## src/rtl/mem_bus_arbiter.sv

```systemverilog
// mem_bus_arbiter: two-master round-robin arbiter in front of the native memory bus.
// Allows one outstanding transfer at a time, with one idle cycle between owners.
// Optional bus-hang timeout is enabled by defining MEM_BUS_ARB_TIMEOUT_EN.
module mem_bus_arbiter #(
  parameter int unsigned TIMEOUT_CYCLES = 256,
  parameter logic [31:0] ERR_RDATA      = 32'hDEADBEEF
) (
  input  logic        clk,
  input  logic        reset_n,
  input  logic        m0_valid,
  output logic        m0_ready,
  input  logic [31:0] m0_addr,
  input  logic [31:0] m0_wdata,
  input  logic [3:0]  m0_wstrb,
  output logic [31:0] m0_rdata,
  input  logic        m1_valid,
  output logic        m1_ready,
  input  logic [31:0] m1_addr,
  input  logic [31:0] m1_wdata,
  input  logic [3:0]  m1_wstrb,
  output logic [31:0] m1_rdata,
  output logic        s_valid,
  input  logic        s_ready,
  output logic [31:0] s_addr,
  output logic [31:0] s_wdata,
  output logic [3:0]  s_wstrb,
  input  logic [31:0] s_rdata,
  output logic [1:0]  grant,
  output logic        bus_err
);

  typedef enum logic [1:0] {IDLE = 2'd0, OWN0 = 2'd1, OWN1 = 2'd2} state_t;

  state_t      state;
  logic        last;
  logic        own0;
  logic        own1;
  logic        timeout;
  logic        complete;
  logic [31:0] rdata_sel;

  assign own0     = (state == OWN0);
  assign own1     = (state == OWN1);
  assign grant    = {own1, own0};
  assign s_valid  = (own0 & m0_valid) | (own1 & m1_valid);

  // Downstream request mux follows the registered owner, so it cannot change mid-transfer
  always_comb begin
    s_addr  = 32'd0;
    s_wdata = 32'd0;
    s_wstrb = 4'd0;
    if (own0) begin
      s_addr  = m0_addr;
      s_wdata = m0_wdata;
      s_wstrb = m0_wstrb;
    end else if (own1) begin
      s_addr  = m1_addr;
      s_wdata = m1_wdata;
      s_wstrb = m1_wstrb;
    end
  end

`ifdef MEM_BUS_ARB_TIMEOUT_EN
  localparam int unsigned CNT_W = (TIMEOUT_CYCLES > 1) ? $clog2(TIMEOUT_CYCLES) : 1;
  localparam logic [CNT_W-1:0] CNT_MAX = CNT_W'(TIMEOUT_CYCLES - 1);

  logic [CNT_W-1:0] wait_cnt;

  // s_ready has priority: a slave answering on the expiry cycle completes normally
  assign timeout = s_valid & ~s_ready & (wait_cnt == CNT_MAX);

  // Wait-cycle counter: held at zero while idle so every ownership starts fresh, saturates at max
  always_ff @(posedge clk or negedge reset_n) begin
    if (!reset_n) begin
      wait_cnt <= '0;
    end else if (state == IDLE) begin
      wait_cnt <= '0;
    end else if (s_valid && !s_ready && (wait_cnt != CNT_MAX)) begin
      wait_cnt <= wait_cnt + 1'b1;
    end
  end
`else
  assign timeout = 1'b0;
`endif

  assign bus_err   = timeout;
  assign complete  = s_valid & (s_ready | timeout);
  assign rdata_sel = timeout ? ERR_RDATA : s_rdata;
  assign m0_ready  = own0 & complete;
  assign m1_ready  = own1 & complete;
  assign m0_rdata  = own0 ? rdata_sel : 32'd0;
  assign m1_rdata  = own1 ? rdata_sel : 32'd0;

  // Ownership FSM: round-robin on ties, back to IDLE on completion, timeout or master abort
  always_ff @(posedge clk or negedge reset_n) begin
    if (!reset_n) begin
      state <= IDLE;
      last  <= 1'b1;
    end else begin
      case (state)
        IDLE: begin
          if (m0_valid && (!m1_valid || last)) begin
            state <= OWN0;
          end else if (m1_valid) begin
            state <= OWN1;
          end
        end
        OWN0: begin
          if (!m0_valid) begin
            state <= IDLE;
          end else if (complete) begin
            state <= IDLE;
            last  <= 1'b0;
          end
        end
        OWN1: begin
          if (!m1_valid) begin
            state <= IDLE;
          end else if (complete) begin
            state <= IDLE;
            last  <= 1'b1;
          end
        end
        default: state <= IDLE;
      endcase
    end
  end

endmodule

```

## config.mk

```make
export PLATFORM = sky130hd
export DESIGN_NAME = mem_bus_arbiter
export DESIGN_NICKNAME = d
export VERILOG_FILES = /design/src/rtl/mem_bus_arbiter.sv
export SDC_FILE = /design/constraint.sdc
export NUM_CORES = 1
export LEC_CHECK = 0
export CORE_AREA = 2 2 122 124
export DETAILED_ROUTE_END_ITERATION = 16
export DIE_AREA = 0 0 124 126
export SYNTH_ARGS = -nofsm -noshare
export SYNTH_HDL_FRONTEND = slang
export SYNTH_SLANG_ARGS = --single-unit
```

## constraint.sdc

```tcl
create_clock -name clk -period 2.15 [get_ports clk]
set_input_delay 0.215 -clock clk [delete_from_list [all_inputs] [get_ports clk]]
set_output_delay 0.215 -clock clk [all_outputs]
set_load 0.1 [all_outputs]
```

==> run_results.csv <==
group,metric,value,unit
synth,synth_edf_count,0,
placement,dpl-instance-area,5931,um2
route,vias,2606,
power_and_ir_drop,cellLeakagePower,0.002434,uW
floorplanning,die_x,124,um
synth,async_flop_share,100.0,%
synth,synthDistinctLibCells,20,
timing,fin_setup_tns,0,ns
route,antenna_left,0,
timing,min_period,1.988,ns
clock_tree,htreeDepth,1,
clock_tree,cts_tree,"built",
clock_tree,clk_latency,0.22,ns
cells_and_area,finalInstanceArea,6010,um2
timing,fin_skew,0.0006910,ns
route,detail_route.wl_per_cell,16.90,um
critical_path,cp-start-kind,"flip-flop",
clock_tree,cts-buffers-inserted,3,
synth,synthCells,174,
clock_tree,cts-root-buf,"clkbuf_16",
clock_tree,clock_sink_count,3,
synth,synth_area_per_cell,8.356,um2
critical_path,required,1.93,ns
cells_and_area,fin_util,41.98,%
global_routing,antenna_found_initial,1,
synth,synth_common_cells,"a22o_1, and2_1, buf_6",
floorplanning,dieArea,15620,um2
placement,dp_hpwl,9.487,mm
synth,syn-cell-area,1454,um2
timing,hold_viol,0,
synth,synth_seq_cells,3,
synth,yosys.area.top_type,"a22o_1",
synth,synth_top_area_share,41.57,%
critical_path,cp_data_arrival_time,1.77,ns
route,wl_met3,1.477,mm
clock_tree,cts.clk_slew.worst_paths,0.03,ns
critical_path,slowest_stage,"dfrtp_1",
route,wirelength,10.99,mm
global_routing,track_usage,12.87,%
outcome,status,"completed",
route,drc,0,
route,wl_met1,3.468,mm
power_and_ir_drop,power,6871,uW
global_routing,globalRoute.totalOverflow,0,
cells_and_area,diodes,0,
power_and_ir_drop,ir_drop,505.3,uV
global_routing,grt_max_degree,59,
critical_path,crit_fanout,45,
clock_tree,postCtsResizedCells,0,
clock_tree,clock_tree.buffer_depth,2,
global_routing,grt_pass1_vias,2862,
synth,ys.warnings.count,0,
route,drt_first_pass_iters,4,
cells_and_area,fin_nets,640,
critical_path,path_class,"flip-flop to primary output",
power_and_ir_drop,powerDensity,1143,nW/um2
synth,synth_most_common_cell,"a22o_1",
route,viasPerCell,4.009,
critical_path,endpoint_kind,"primary output",
timing,report.final.slew_viol_count,0,
timing,rsz0062_at_grt,"false",
floorplanning,die_h,126,um
clock_tree,postCtsHoldBufs,0,
cells_and_area,seq_area,76.32,um2
timing,fmax,503.0,MHz
floorplanning,coreArea,14310,um2
cells_and_area,synthToLayoutAreaGrowth,313.3,%
floorplanning,ios,311,
placement,placement.io_buffers,309,
clock_tree,cts_setup_buffers,0,
synth,synth_seq_area_share,5.250,%
synth,ys_top_cells_by_area,"a22o_1, and2_1, buf_8, buf_6, dfrtp_1",
placement,place.gp.congestion,0.8477,
route,dr.max_layer_used,"met5",
cells_and_area,multi_input_area,1105,um2
route,drtIter0Drc,67,
synth,ys.flop_type,"dfrtp_1",
timing,min_period_over_period,92.46,%
critical_path,path_cells,"nor2b_4 -> buf_4 -> a22o_1 -> buf_12",
cells_and_area,filler_cell_count,1343,
synth,synth_nets,347,
critical_path,reg2reg_setup_slack,1.10,ns
route,dr_wl_met2,5.829,mm
global_routing,grt_first_pass_wirelength,15.45,mm
cells_and_area,layout-drive-gt1-share,31.55,%
job,drv_cap,0,
floorplanning,initial_utilization,10.16,%
floorplanning,rows,44,
critical_path,max_stage_delay,0.46,ns
timing,finalSetupViolCount,0,
worst_hold_path,hold_class,"primary input to async pin",
==> worst max-delay path: cells and delay by family, from the launching register on <==
| kind | cells | cell delay [ns] |
|---|---|---|
| DFF | 1 | 0.46 |
| and+or+nand+nor | 1 | 0.22 |
| buffers and inverters | 2 | 0.57 |
| AOI/OAI and AO/OA | 1 | 0.26 |
==> cell type report <==
type / instances / share of cell area, %
clock buffer: 4 / 1.312
tap: 184 / 3.831
multi-input combinational: 146 / 18.38
timing repair buffer: 313 / 75.20
sequential: 3 / 1.270
==> sequential cells by signal, summed over array words and instances (netlist names) <==
signal  count
state       2
last        1
==> cell families after synthesis <==
| logic type | synth area share, % |
|---|---|
| other | 0.2579 |
| buffers and inverters | 18.76 |
| AO/OA/AOI/OAI | 43.29 |
| flip-flops | 5.250 |
| AND/OR/NAND/NOR | 32.44 |
==> routing by layer <==
layer	up-vias	GRT usage [%]
li1	1236	-
met1	1154	12.16
met2	202	25.89
met3	12	4.529
met4	2	2.710
met5	-	0
==> metrics by stage <==
step / cells / setup slack (ns) / hold WS, ns
global route: 650 / 0.06560 / 0.1902
global placement: 646 / 0.4291 / 0.4006
floorplan: 174 / 0.2721 / -0.08059
finish: 650 / 0.1621 / 0.1792
CTS: 650 / 0.1503 / 0.1808
detailed placement: 646 / 0.3854 / 0.4111
==> where the power goes <==
part,total [uW],internal [uW],leakage [uW],switching [uW]
Sequential,109,81.7,0.0000361,26.9
Clock,293,244,0.0000382,48.3
Combinational,6470,2280,0.00236,4190
==> placed cells by master, fill, tap and decap left out, drive strengths merged <==
cell type	instances
clkdlybuf4s50	172
buf	141
a22o	69
and2	64
clkbuf	4
nor2b	4
dfrtp	2
and4b	1
and3	1
nand2b	1
nand2	1
o211a	1
a221oi	1
a31oi	1
nor3	1
conb	1
dfstp	1
==> worst paths after layout <==
path / start / to / depth (start not counted)
max: state[1] / s_addr[14] / 4
min: reset_n / state[1] / 1
max reg2reg: state[0] / last / 2
min reg2reg: last / last / 2
max in group asynchronous: reset_n / last / 1
min in group clk: last / last / 2
Power figures use the tool's default switching activity.
